$ cat src/rtl/md_sched_if.sv
// md_sched_if
// Engine-side bus between the mult/div issue controller and the external
// iterative mult/div engine.
//   eng_start  one-cycle start pulse, controller -> engine
//   eng_op     [1] = 1 div / 0 mult, [0] = 1 signed; held while the op runs
//   eng_a      latched rs operand, held while the op runs
//   eng_b      latched rt operand, held while the op runs
//   eng_hi     engine HI result, engine -> controller
//   eng_lo     engine LO result, engine -> controller
// The master modport is the controller side; slave is the engine side.
interface md_sched_if;
   logic        eng_start;
   logic [1:0]  eng_op;
   logic [31:0] eng_a;
   logic [31:0] eng_b;
   logic [31:0] eng_hi;
   logic [31:0] eng_lo;

   modport master (
      output eng_start,
      output eng_op,
      output eng_a,
      output eng_b,
      input  eng_hi,
      input  eng_lo
   );

   modport slave (
      input  eng_start,
      input  eng_op,
      input  eng_a,
      input  eng_b,
      output eng_hi,
      output eng_lo
   );
endinterface

$ cat src/rtl/md_sched.sv
// md_sched
// Issue and commit controller for the mult/div unit in the E stage of the
// pipelined MIPS core. Decodes the E-stage MD opcode, issues mult/div ops to
// an external iterative engine, holds the operands while the engine runs,
// counts the fixed latency and then commits the engine result into HI/LO.
// Also serves mfhi/mflo reads and stalls MD-class instructions in D while
// the unit is occupied.
// Ports:
//   clk        rising-edge clock
//   reset      synchronous, active-high
//   op_d       MD opcode of the D-stage instruction (0 = none)
//   op_e       MD opcode of the E-stage instruction: 0 none, 1 mtlo, 2 mthi,
//              3 divu, 4 div, 5 multu, 6 mult, 7 mflo, 8 mfhi (9..15 = none)
//   flush_e    E-stage instruction is cancelled this cycle
//   numa/numb  rs/rt operands in E
//   eng        engine bus (start pulse, op, operands out; results in)
//   busy       an op is running in the engine
//   xstall     stall the D stage
//   xaluout    mfhi/mflo read data
//   div0       one-cycle pulse: div/divu issued with numb == 0
//   proto_err  one-cycle pulse: MD-class op arrived in E while busy
module md_sched #(
   parameter int MULT_LAT = 5,
   parameter int DIV_LAT  = 10,
   parameter int CNT_W    = 4
) (
   input  logic              clk,
   input  logic              reset,
   input  logic [3:0]        op_d,
   input  logic [3:0]        op_e,
   input  logic              flush_e,
   input  logic [31:0]       numa,
   input  logic [31:0]       numb,
   md_sched_if.master        eng,
   output logic              busy,
   output logic              xstall,
   output logic [31:0]       xaluout,
   output logic              div0,
   output logic              proto_err
);

   typedef enum logic {
      IDLE = 1'b0,
      RUN  = 1'b1
   } state_t;

   localparam logic [CNT_W-1:0] MULT_CNT = CNT_W'(MULT_LAT);
   localparam logic [CNT_W-1:0] DIV_CNT  = CNT_W'(DIV_LAT);
   localparam logic [CNT_W-1:0] CNT_ONE  = CNT_W'(1);

   state_t            state;
   state_t            state_next;
   logic [CNT_W-1:0]  cnt;
   logic [CNT_W-1:0]  cnt_next;
   logic [31:0]       hi;
   logic [31:0]       hi_next;
   logic [31:0]       lo;
   logic [31:0]       lo_next;
   logic [31:0]       a_q;
   logic [31:0]       a_next;
   logic [31:0]       b_q;
   logic [31:0]       b_next;
   logic [1:0]        op_q;
   logic [1:0]        op_next;
   logic              start_q;
   logic              start_next;
   logic              div0_q;
   logic              div0_next;
   logic              perr_q;
   logic              perr_next;

   logic              live_e;
   logic              start_e;
   logic              md_e;
   logic              is_div_e;
   logic              is_signed_e;
   logic              is_mthi_e;
   logic              is_mtlo_e;

   // Opcode decode for the E-stage instruction. Opcodes 9..15 fall outside
   // every range below and therefore behave exactly like "none". A flushed
   // instruction may still be decoded, but it can neither issue nor write
   // HI/LO, so flush_e is folded into the qualifying terms here.
   always_comb begin
      live_e      = !flush_e;
      start_e     = (op_e >= 4'd3) && (op_e <= 4'd6) && live_e;
      md_e        = (op_e >= 4'd1) && (op_e <= 4'd6) && live_e;
      is_div_e    = (op_e == 4'd3) || (op_e == 4'd4);
      is_signed_e = (op_e == 4'd4) || (op_e == 4'd6);
      is_mthi_e   = (op_e == 4'd2) && live_e;
      is_mtlo_e   = (op_e == 4'd1) && live_e;
   end

   // Next-state and datapath logic. In IDLE a start either issues (latching
   // the operands and loading the latency counter) or, for a divide by zero,
   // is dropped with a div0 pulse. In RUN the counter walks down to 1 and the
   // engine result is committed on that edge, so busy lasts exactly LAT
   // cycles and the new HI/LO is visible on the first IDLE cycle. Any MD op
   // that shows up while running is dropped and flagged via proto_err.
   always_comb begin
      state_next = state;
      cnt_next   = cnt;
      hi_next    = hi;
      lo_next    = lo;
      a_next     = a_q;
      b_next     = b_q;
      op_next    = op_q;
      start_next = 1'b0;
      div0_next  = 1'b0;
      perr_next  = 1'b0;

      case (state)
         IDLE: begin
            if (start_e) begin
               if (is_div_e && (numb == 32'd0)) begin
                  div0_next = 1'b1;
               end else begin
                  a_next     = numa;
                  b_next     = numb;
                  op_next    = {is_div_e, is_signed_e};
                  cnt_next   = is_div_e ? DIV_CNT : MULT_CNT;
                  start_next = 1'b1;
                  state_next = RUN;
               end
            end else if (is_mthi_e) begin
               hi_next = numa;
            end else if (is_mtlo_e) begin
               lo_next = numa;
            end
         end

         RUN: begin
            if (md_e) begin
               perr_next = 1'b1;
            end
            if (cnt == CNT_ONE) begin
               hi_next    = eng.eng_hi;
               lo_next    = eng.eng_lo;
               cnt_next   = '0;
               state_next = IDLE;
            end else begin
               cnt_next = cnt - CNT_ONE;
            end
         end

         default: begin
            state_next = IDLE;
         end
      endcase
   end

   // State register. Reset discards any in-flight op along with HI/LO and
   // the latched engine operands.
   always_ff @(posedge clk) begin
      if (reset) begin
         state   <= IDLE;
         cnt     <= '0;
         hi      <= '0;
         lo      <= '0;
         a_q     <= '0;
         b_q     <= '0;
         op_q    <= '0;
         start_q <= 1'b0;
         div0_q  <= 1'b0;
         perr_q  <= 1'b0;
      end else begin
         state   <= state_next;
         cnt     <= cnt_next;
         hi      <= hi_next;
         lo      <= lo_next;
         a_q     <= a_next;
         b_q     <= b_next;
         op_q    <= op_next;
         start_q <= start_next;
         div0_q  <= div0_next;
         perr_q  <= perr_next;
      end
   end

   // Engine bus and status outputs. xstall includes start_e so that an MD
   // op sitting in D behind an op issuing this cycle is held until the
   // first IDLE cycle. xaluout reads committed HI/LO only; while an op is
   // running the D-stage stall keeps mfhi/mflo from reaching E.
   assign eng.eng_start = start_q;
   assign eng.eng_op    = op_q;
   assign eng.eng_a     = a_q;
   assign eng.eng_b     = b_q;

   assign busy      = (state == RUN);
   assign xstall    = (op_d != 4'd0) && (busy || start_e);
   assign xaluout   = (op_e == 4'd8) ? hi :
                      (op_e == 4'd7) ? lo : 32'd0;
   assign div0      = div0_q;
   assign proto_err = perr_q;

endmodule

$ cat src/flat_wrapper.sv
// flat-port wrapper written by rule: the top's interface ports become plain ports
module md_sched_flat 
#(
   parameter int MULT_LAT = 5,
   parameter int DIV_LAT  = 10,
   parameter int CNT_W    = 4
)
  (clk, reset, op_d, op_e, flush_e, numa, numb, busy, xstall, xaluout, div0, proto_err, eng_eng_start, eng_eng_op, eng_eng_a, eng_eng_b, eng_eng_hi, eng_eng_lo);
  md_sched_if eng_i ();
  input  logic clk;
  input  logic reset;
  input  logic [3:0] op_d;
  input  logic [3:0] op_e;
  input  logic flush_e;
  input  logic [31:0] numa;
  input  logic [31:0] numb;
  output logic busy;
  output logic xstall;
  output logic [31:0] xaluout;
  output logic div0;
  output logic proto_err;
  output wire logic [$bits(eng_i.eng_start)-1:0] eng_eng_start;
  output wire logic [$bits(eng_i.eng_op)-1:0] eng_eng_op;
  output wire logic [$bits(eng_i.eng_a)-1:0] eng_eng_a;
  output wire logic [$bits(eng_i.eng_b)-1:0] eng_eng_b;
  input wire logic [$bits(eng_i.eng_hi)-1:0] eng_eng_hi;
  input wire logic [$bits(eng_i.eng_lo)-1:0] eng_eng_lo;
  assign eng_eng_start = eng_i.eng_start;
  assign eng_eng_op = eng_i.eng_op;
  assign eng_eng_a = eng_i.eng_a;
  assign eng_eng_b = eng_i.eng_b;
  assign eng_i.eng_hi = eng_eng_hi;
  assign eng_i.eng_lo = eng_eng_lo;
  md_sched #(.MULT_LAT(MULT_LAT), .DIV_LAT(DIV_LAT), .CNT_W(CNT_W)) u_core (.clk(clk), .reset(reset), .op_d(op_d), .op_e(op_e), .flush_e(flush_e), .numa(numa), .numb(numb), .eng(eng_i), .busy(busy), .xstall(xstall), .xaluout(xaluout), .div0(div0), .proto_err(proto_err));
endmodule
$ cat config.mk
export PLATFORM = sky130hd
export DESIGN_NAME = md_sched_flat
export DESIGN_NICKNAME = d
export VERILOG_FILES = /design/src/rtl/md_sched_if.sv /design/src/rtl/md_sched.sv /design/src/flat_wrapper.sv
export SDC_FILE = /design/constraint.sdc
export NUM_CORES = 1
export LEC_CHECK = 0
export BUFFER_PORTS_ARGS = -buffer_cell sky130_fd_sc_hd__buf_2
export CORE_MARGIN = 1.5
export CORE_UTILIZATION = 50
export DETAILED_ROUTE_END_ITERATION = 10
export GPL_TIMING_DRIVEN = 0
export PLACE_DENSITY = 0.82
export SLEW_MARGIN = 10
export SYNTH_ARGS = -nofsm -noshare
export SYNTH_HDL_FRONTEND = slang
export SYNTH_SLANG_ARGS = --single-unit
$ cat constraint.sdc
create_clock -name clk -period 3.1 [get_ports clk]
set_input_delay 0.62 -clock clk [delete_from_list [all_inputs] [get_ports clk]]
set_output_delay 0.62 -clock clk [all_outputs]
set_load 0.01 [all_outputs]
==> run summary, run 1 <==
Largest net degree at the start of global routing = 17
PnR worst setup slack = 0.2086 ns
Power per cell area = 561.5 nW/um^2
Net Count, Synth = 886
Fmax = 0.3459 GHz
Placeable Area = 12520 um^2
Worst path slowest cell = nor4b_2
Final WL = 21.92 mm
Ys flop type = dfxtp_1
Clock sink total = 138
P_leak = 3.681 nW
Post-DRT Antenna Nets = 0
Global-route wire length before repair = 33.15 mm
Met3 usage = 0.08525
Commonest non-fill, non-tap cell in the layout = buf_2
Critical Path Sink Type = output port
Synthesized flop and latch total = 138
Fillers = 1114
Total congestion overflow = 0
Setup slack, reg-to-reg = 0.52 ns
Final setup fails = 0
DIE AREA = 13440 um^2
Placed wire-length estimate = 16.17 mm
Drt pass-1 iters = 6
Initial antenna violation count = 1
Min Tclk post-route = 2.891 ns
Yosys cell types = 36
Detailed-route via count = 7031
Buffers plus inverters on the worst setup path = 3
GR met1 Demand/Resource = 0.4222
DRT iter0 DRCs = 575
Most frequent CP cell = clkbuf_1
Critical path fanouts, max = 10
Worst Path Arrival = 2.27 ns
Multi-input logic area = 3281 um^2
Req. time, crit path = 2.48 ns
Buffers on Ports = 238
Final period util = 0.9327
Die width = 115.9 um
Asr flop ratio synth = 0
Routed wire per std cell = 18.44 um
Clock root cell = clkbuf_16
Vias/cell = 5.913
Net count, final = 1143
Setup WS pre-CTS = -0.09779 ns
Inst Count DP = 1155
Worst-path cell chain = clkbuf_1, nor4b_2, clkbuf_1, a22o_1, buf_2
Die H = 115.9 um
Top Ports = 242
Status = finished clean
Synth warn = 0
CTS buffer count = 17
Max incr delay on CP = 0.61 ns
GR Util met2 = 0.5055
Slew HR = 0.5196
Layout Skew = 0.005092 ns
Layout cells sized above 1 = 0.2887
H-tree levels = 4
Pins over their slew limit = 0
Post-synth EDFFs = 0
Vias in the first global route = 6430
Crit-path leading delay family = buffers and inverters
GRT Total Usage = 0.3199
Commonest non-fill, non-tap cells in the layout = buf_2 (249), dfxtp_1 (138), a21oi_1 (104)
# DRC = 0
Mapped Cells = 745
Post-Syn Area = 6377 um^2
GR peak layer = met2
# Post-CTS Setup Buffers = 0
CTS tree = built
Clock buffer depth = 2
FF+latch area = 2763 um^2
Hold crit path type = input pin to register
Final cell count without fillers = 1189
Starting Density = 0.5095
P&R area growth vs syn = 32.59%
Max-capacitance violation count = 0
Mapped Avg Cell Area = 8.560 um^2
RSZ-0062 raised after global routing = no
Worst-margin pin slew = 0.7147 ns
GPL Wtd Cong = 0.9030
Final Hold Viols = 0
Final core occ = 0.6755
Worst Setup Start Kind = input pin
Worst-skew pair later-pin latency = 0.43 ns
Worst VDD drop = 0.3264 mV
Clock transition at the registers of the reported paths = 0.06 ns
Crit Path Category = input pin to output port
Row count = 41
Share of the yosys chip area belonging to registers = 0.4332
==> synthesized netlist by cell type (2+ instances only) <==
master | count | share of area
ha_1 | 2 | 0.0039
a311o_1 | 32 | 0.050
or4_1 | 3 | 0.0035
nor2_1 | 69 | 0.041
buf_6 | 3 | 0.0053
nand3_1 | 34 | 0.027
o211ai_1 | 2 | 0.0024
a211oi_1 | 64 | 0.075
clkbuf_1 | 61 | 0.036
buf_1 | 2 | 0.0012
inv_1 | 4 | 0.0024
a21o_1 | 3 | 0.0035
or3_1 | 2 | 0.0020
dfxtp_1 | 138 | 0.43
nand2_1 | 42 | 0.025
o22ai_2 | 2 | 0.0039
nor4_1 | 13 | 0.013
and3_1 | 36 | 0.035
nor3_1 | 6 | 0.0047
a21oi_1 | 104 | 0.082
a22o_1 | 64 | 0.088
nor2b_1 | 32 | 0.031
buf_2 | 11 | 0.0086
or3b_2 | 3 | 0.0041
nand2b_1 | 2 | 0.0020
==> cell type report <==
class                   count  share of cell area
inverters                   4            0.001776
clock inverters            12             0.02294
flip-flops and latches    138              0.3267
repair buffers            238              0.1409
multi-input cells         526              0.3880
clock buffers              20             0.05519
well taps                 172             0.02545
plain buffers              77             0.03847
diodes                      2           0.0005919
==> flip-flops by register name, summed over array words and instances (netlist names) <==
name and count:
u_core.busy 1, u_core.cnt 4, u_core.hi 32, u_core.div0 1, u_core.proto_err 1, u_core.eng.eng_op 2
u_core.lo 32, u_core.eng.eng_a 32, u_core.eng.eng_start 1, u_core.eng.eng_b 32
==> worst paths after layout <==
path,start,to,depth (start not counted)
hold reg to reg,u_core.eng.eng_b[13],u_core.eng.eng_b[13],1
setup / recovery,op_e[1],xaluout[20],5
setup reg to reg,u_core.cnt[0],u_core.hi[16],7
hold / removal,numb[4],u_core.eng.eng_b[4],2
==> routing by layer <==
layer,part of all wire,wire (um)
met1,0.42,9226
met2,0.47,10220
met3,0.093,2040
met4,0.020,429
met5,0,0
==> repair_timing <==
item,CTS,global route
endpoints found under the setup margin,30,0
resized for setup,1,0
hold endpoints to repair,0,0
hold buffers,0,0
==> logic make-up after synthesis <==
group | count (synthesis) | share of synthesized area
flip-flops | 138 | 0.4332
buffers and inverters | 81 | 0.05336
AO/OA/AOI/OAI | 278 | 0.3163
AND/OR/NAND/NOR | 246 | 0.1933
adder cells (fa/ha/maj) | 2 | 0.003923
==> metrics by stage <==
stage | power (mW) | area (um^2) | setup TNS [ns] | hold slack (ns)
finish | 4.748 | 8456 | 0 | 0.4249
global route | 4.886 | 8451 | 0 | 0.4288
CTS | 4.748 | 8451 | 0 | 0.4184
detailed placement | 2.509 | 7784 | -2.025 | 0.4519
global placement | 2.499 | 7784 | -4.183 | 0.4522
floorplan | 2.250 | 6377 | 0 | 0.4778
==> power by group <==
group	internal, mW	total [mW]	switching, mW
Sequential	1.85	1.90	0.0498
Combinational	0.236	0.582	0.346
Clock	1.49	2.26	0.776
Total	3.58	4.75	1.17
Note: power is estimated with default switching activity, not from simulation.
==> run 2, diff against run 1 <==
- CORE_UTILIZATION: 50 -> 49
- PLACE_DENSITY: 0.82 -> 0.81
- clock period: 3.1 -> 3.3 ns (I/O delays scaled with it)
==> run 2 against run 1 <==
Against the previous run:
- count of clock-buffer cells in the layout shrank 2
- first-iteration DRC count increased by 35%
- cell count about the same
- combinational power is 6.2% lower
- sequential cell count unchanged
- worst setup slack improved by 0.072 ns
- clock skew up 0.0015 ns
- highest routed layer unchanged
==> run summary, run 2 (synthesis results as in run 1) <==
Status = finished clean (unchanged)
Setup WS pre-CTS = -0.02917 ns (was -0.09779 ns)
# DRC = 0 (unchanged)
Clock transition at the registers of the reported paths = 0.06 ns (about the same)
Routed wire per std cell = 18.29 um (was 18.44 um)
Fmax = 0.3312 GHz
Drt pass-1 iters = 5 (was 6)
Dpl cell area = 7784 um^2 (unchanged)
Worst-margin pin slew = 0.7578 ns (was 0.7147 ns)
P_sw = 1.123 mW (was 1.172 mW)
Clock buffer depth = 2 (unchanged)
Slew HR = 0.4906 (was 0.5196)
Flop pwr share = 0.397 (was 0.401)
Most frequent CP cell = clkbuf_1 (unchanged)
Placeable Area = 12670 um^2 (was 12520 um^2)
Top Ports = 242 (unchanged)
Layout Skew = 0.006618 ns (was 0.005092 ns)
DIE AREA = 13710 um^2 (was 13440 um^2)
Clk pwr share = 0.482 (was 0.476)
Pins over their slew limit = 0 (unchanged)
Die H = 117.1 um (was 115.9 um)
Fillers = 1089 (was 1114)
P&R area growth vs syn = 32.71% (was 32.59%)
Sw Ratio = 0.2491 (was 0.2469)
Detailed-route via count = 7050 (was 7031)
Vias in the first global route = 6208 (was 6430)
Worst VDD drop = 0.3484 mV (was 0.3264 mV)
Crit Path Category = input pin to output port (unchanged)
Final WL = 21.73 mm (was 21.92 mm)
CTS buffer count = 17 (unchanged)
Total congestion overflow = 0 (unchanged)
Net count, final = 1143 (unchanged)
Clock root cell = clkbuf_16 (unchanged)
CTS tree = built (unchanged)
Largest net degree at the start of global routing = 17 (unchanged)
Req. time, crit path = 2.64 ns (was 2.48 ns)
RSZ-0062 raised after global routing = no (unchanged)
Final setup fails = 0 (unchanged)
Worst Path Arrival = 2.36 ns (was 2.27 ns)
Worst path slowest cell = nor4b_2 (unchanged)
Met3 usage = 0.06385 (was 0.08525)
Worst-skew pair later-pin latency = 0.42 ns (was 0.43 ns)
Die width = 117.1 um (was 115.9 um)
Post-DRT Antenna Nets = 0 (unchanged)
Placed wire-length estimate = 16.07 mm (was 16.17 mm)
Worst-path cell chain = clkbuf_1, nor4b_2, clkbuf_1, a22o_1, buf_2 (unchanged)
Buffers on Ports = 238 (unchanged)
Critical Path Sink Type = output port (unchanged)
Starting Density = 0.5033 (was 0.5095)
Max-capacitance violation count = 0 (unchanged)
Hold crit path type = register to register (was input pin to register)
# Post-CTS Setup Buffers = 0 (unchanged)
DRT iter0 DRCs = 775 (was 575)
GR Util met2 = 0.4834 (was 0.5055)
Fin area = 8463 um^2 (was 8456 um^2)
P_leak = 3.684 nW (was 3.681 nW)
Critical path fanouts, max = 10 (unchanged)
Int Power = 3.386 mW (was 3.575 mW)
Vias/cell = 5.934 (was 5.913)
GR peak layer = met2 (unchanged)
Combinational fraction of design power = 0.121 (was 0.123)
Clock sink total = 138 (unchanged)
Row count = 41 (unchanged)
Final Hold Viols = 0 (unchanged)
Global-route wire length before repair = 32.66 mm (was 33.15 mm)
GR met1 Demand/Resource = 0.4256 (was 0.4222)
Min Tclk post-route = 3.020 ns
Final period util = 0.9151
Power per cell area = 532.8 nW/um^2 (was 561.5 nW/um^2)
Layout cells sized above 1 = 0.2877 (was 0.2887)
PnR worst setup slack = 0.2803 ns (was 0.2086 ns)
GRT Total Usage = 0.3130 (was 0.3199)
GPL Wtd Cong = 0.9138 (was 0.9030)
Max incr delay on CP = 0.62 ns (was 0.61 ns)
H-tree levels = 4 (unchanged)
Worst Setup Start Kind = input pin (unchanged)
Commonest non-fill, non-tap cells in the layout = buf_2 (249), dfxtp_1 (138), a21oi_1 (104) (unchanged)
Initial antenna violation count = 0 (was 1)
Commonest non-fill, non-tap cell in the layout = buf_2 (unchanged)
run 2: cell types whose count changed in the layout (fill, tap and decap cells not counted), sizes merged:
cell,delta
diode,-1
clkinvlp,-1
inv,+3
bufinv,+1
clkbuf,-2
clkinv,-1
run 2: cell type report:
| cell class | count | area [um^2] | area share |
|---|---|---|---|
| timing repair buffer | 238 | 1191 | 0.1407 |
| tap | 172 | 215.2 | 0.02543 |
| buffer | 77 | 325.3 | 0.03844 |
| multi-input combinational | 526 | 3281 | 0.3876 |
| clock inverter | 14 | 241.5 | 0.02853 |
| sequential | 138 | 2763 | 0.3264 |
| clock buffer | 18 | 429.2 | 0.05071 |
| inverter | 4 | 15.01 | 0.001774 |
| antenna | 1 | 2.502 | 0.0002957 |
run 2: worst max-delay path, delay by kind of cell:
| family | cells | cell delay [ns] |
|---|---|---|
| compound gates | 1 | 0.26 |
| simple gates | 1 | 0.62 |
| buf+inv | 3 | 0.82 |
run 2: path summary, 6_finish.rpt:
| check | end | cells past startpoint | startpoint | slack, ns |
|---|---|---|---|---|
| max | xaluout[10] | 5 | op_e[1] | 0.28 |
| min | u_core.eng.eng_b[17] | 1 | u_core.eng.eng_b[17] | 0.47 |
| max reg2reg | u_core.hi[13] | 8 | u_core.cnt[1] | 0.75 |
| min reg2reg | u_core.eng.eng_b[17] | 1 | u_core.eng.eng_b[17] | 0.47 |
run 2: metrics by stage:
step	setup TNS (ns)	util	hold WS, ns	std cells	total power, mW
6_report	0	0.6679	0.4659	1188	4.509
5_1_grt	0	0.6677	0.4651	1187	4.653
3_3_place_gp	-1.461	0.6143	0.4533	1155	2.349
2_1_floorplan	0	-	0.4778	745	2.114
3_5_place_dp	-0.08458	0.6143	0.4526	1155	2.357
4_1_cts	0	0.6677	0.4562	1187	4.512
run 2: per-layer routing:
metal | wire length, um | vias to the layer above
li1 | - | 3311
met1 | 9106 | 3268
met2 | 9905 | 424
met3 | 2089 | 47
met4 | 631 | 0
met5 | 0 | -
run 2: repair_timing:
action                                  4_1_cts  5_1_grt
gates resized for setup                       1        0
endpoints found under the setup margin       19        0
hold endpoints to repair                      0        0
hold buffers                                  0        0
run 2: power groups by stage:
stage                     clock network [mW]  logic [mW]  registers, mW
final                                   2.17       0.546           1.79
after global routing                    2.26       0.596           1.80
after CTS                               2.19       0.538           1.79
after detailed placement                   0       0.535           1.82
after global placement                     0       0.528           1.82
after floorplan                            0       0.281           1.83
==> run 3, diff against run 2 <==
==> constraint.sdc (replaced) <==
create_clock -name clk -period 3.3 [get_ports clk]
set_input_delay 0.99 -clock clk [delete_from_list [all_inputs] [get_ports clk]]
set_output_delay 0.99 -clock clk [all_outputs]
set_load 0.01 [all_outputs]
==> run 3 against run 2 <==
Against the previous run:
- cell count rose by 0.17%
- design area rose by 0.52%
- sequential cell count did not move
- global-route usage barely moved
- largest power group unchanged
- highest routed layer unchanged
- sequential share of layout area fell by 0.17 points
- via count fell by 0.31%
- combinational power rose by 0.7%
- clock power barely moved
- non-clock buffer count rose by 2
- worst setup slack got worse by 0.18 ns
- critical endpoint is now xaluout[20]
- die area did not move
- clock skew rose by 0.0011 ns
==> run summary, run 3 (synthesis results as in run 1) <==
Hold crit path type = register to register (unchanged)
Sw Ratio = 0.2500 (was 0.2491)
Setup WS pre-CTS = -0.6892 ns (was -0.02917 ns)
Die H = 117.1 um (unchanged)
# DRC = 0 (unchanged)
Final WL = 21.77 mm (was 21.73 mm)
Hold Crit Start = u_core.eng.eng_b[17] (unchanged)
CTS tree = built (unchanged)
Routed wire per std cell = 18.29 um (about the same)
Int Power = 3.388 mW (was 3.386 mW)
P&R area growth vs syn = 33.39% (was 32.71%)
Largest net degree at the start of global routing = 17 (unchanged)
Critical Path Sink Type = output port (unchanged)
Hold Worst Slack = 0.4660 ns (was 0.4659 ns)
Vias/cell = 5.906 (was 5.934)
Setup TNS = 0 ns (unchanged)
Inst Count DP = 1155 (unchanged)
Dpl cell area = 7784 um^2 (unchanged)
P_sw = 1.129 mW (was 1.123 mW)
Vias in the first global route = 6232 (was 6208)
Clock buffer depth = 2 (unchanged)
Drt pass-1 iters = 5 (unchanged)
Final cell count without fillers = 1190 (was 1188)
R2R Path Start = u_core.cnt[1] (unchanged)
DRT iter0 DRCs = 662 (was 775)
Detailed-route via count = 7028 (was 7050)
Worst Setup Start Kind = input pin (unchanged)
Max-capacitance violation count = 0 (unchanged)
Clk pwr share = 0.482 (about the same)
Clock sink total = 138 (unchanged)
Placeable Area = 12670 um^2 (unchanged)
Global-route wire length before repair = 32.72 mm (was 32.66 mm)
Worst VDD drop = 0.3506 mV (was 0.3484 mV)
DIE AREA = 13710 um^2 (unchanged)
Layout Skew = 0.007716 ns (was 0.006618 ns)
Status = finished clean (unchanged)
Flop pwr share = 0.396 (was 0.397)
Pins over their slew limit = 0 (unchanged)
Crit Path Category = input pin to output port (unchanged)
PnR worst setup slack = 0.09824 ns (was 0.2803 ns)
GPL Wtd Cong = 0.9138 (unchanged)
Total congestion overflow = 0 (unchanged)
Critical path fanouts, max = 10 (unchanged)
# hold bufs at CTS = 0 (unchanged)
Req. time, crit path = 2.31 ns (was 2.64 ns)
Min Tclk post-route = 3.202 ns (was 3.020 ns)
Clock transition at the registers of the reported paths = 0.06 ns (about the same)
Initial antenna violation count = 0 (unchanged)
Final Hold Viols = 0 (unchanged)
CP Launch Point = op_e[3] (was op_e[1])
Power, Total = 4.518 mW (was 4.509 mW)
Power per cell area = 531.1 nW/um^2 (was 532.8 nW/um^2)
Die width = 117.1 um (unchanged)
Worst-margin pin slew = 0.7788 ns (was 0.7578 ns)
P_leak = 3.727 nW (was 3.684 nW)
Fillers = 1079 (was 1089)
Row count = 41 (unchanged)
CTS buffer count = 17 (unchanged)
Worst Path Arrival = 2.21 ns (was 2.36 ns)
Commonest non-fill, non-tap cell in the layout = buf_2 (unchanged)
Fin area = 8507 um^2 (was 8463 um^2)
Worst-skew pair later-pin latency = 0.43 ns (was 0.42 ns)
RSZ-0062 raised after global routing = no (unchanged)
Starting Density = 0.5033 (unchanged)
Slew HR = 0.4765 (was 0.4906)
GRT Total Usage = 0.3134 (was 0.3130)
Net count, final = 1145 (was 1143)
Top Ports = 242 (unchanged)
Final setup fails = 0 (unchanged)
Layout cells sized above 1 = 0.2979 (was 0.2877)
Combinational fraction of design power = 0.122 (was 0.121)
Final core occ = 0.6714 (was 0.6679)
Clock root cell = clkbuf_16 (unchanged)
Buffers on Ports = 238 (unchanged)
Commonest non-fill, non-tap cells in the layout = buf_2 (249), dfxtp_1 (138), a21oi_1 (104) (unchanged)
H-tree levels = 4 (unchanged)
Final period util = 0.9702 (was 0.9151)
Post-DRT Antenna Nets = 0 (unchanged)
Fmax = 0.3123 GHz (was 0.3312 GHz)
Placed wire-length estimate = 16.07 mm (unchanged)
[run 3: final cells by class]
| cell class | count | area, um^2 | area share |
|---|---|---|---|
| multi-input combinational | 526 | 3297 | 0.3876 |
| sequential | 138 | 2763 | 0.3248 |
| antenna | 1 | 2.502 | 0.0002942 |
| clock inverter | 14 | 241.5 | 0.02839 |
| timing repair buffer | 240 | 1206 | 0.1418 |
| inverter | 4 | 15.01 | 0.001765 |
| buffer | 77 | 337.8 | 0.03971 |
| clock buffer | 18 | 429.2 | 0.05045 |
| tap | 172 | 215.2 | 0.02530 |
[run 3: power groups by stage]
| stage | Clock, mW | Combinational, mW | Sequential, mW |
|---|---|---|---|
| finish | 2.18 | 0.550 | 1.79 |
| global route | 2.26 | 0.601 | 1.80 |
| CTS | 2.19 | 0.542 | 1.79 |
| detailed placement | 0 | 0.535 | 1.82 |
| global placement | 0 | 0.528 | 1.82 |
| floorplan | 0 | 0.281 | 1.83 |
[run 3: path summary, 6_finish.rpt]
path | cells past startpoint | slack [ns] | to
max | 6 | 0.1 | xaluout[20]
min | 1 | 0.47 | u_core.eng.eng_b[17]
max reg2reg | 8 | 0.76 | u_core.lo[25]
min reg2reg | 1 | 0.47 | u_core.eng.eng_b[17]
[run 3: what timing repair did]
action | in CTS | in global routing
endpoints found under the setup margin | 32 | 8
buffers inserted | 2 | 0
endpoints found under the hold margin | 0 | 0
resized for setup | 11 | 3
pin swaps | 1 | 0
gates cloned | 0 | 0
[run 3: routing by layer]
layer  vias up  share of wire  track usage  wire [um]
met3        48          0.085      0.06282       1842
met2       369           0.46       0.4846       9967
met5         -              0            0          0
met4         0          0.030       0.1398        650
li1       3310              -            -          -
met1      3301           0.43       0.4254       9309
[run 3: critical path, stage by stage]
cell and delay, ns:
buf_2 0.14, nand2b_1 0.20, nor2_4 0.22, clkbuf_2 0.29, a22o_1 0.21, buf_2 0.14
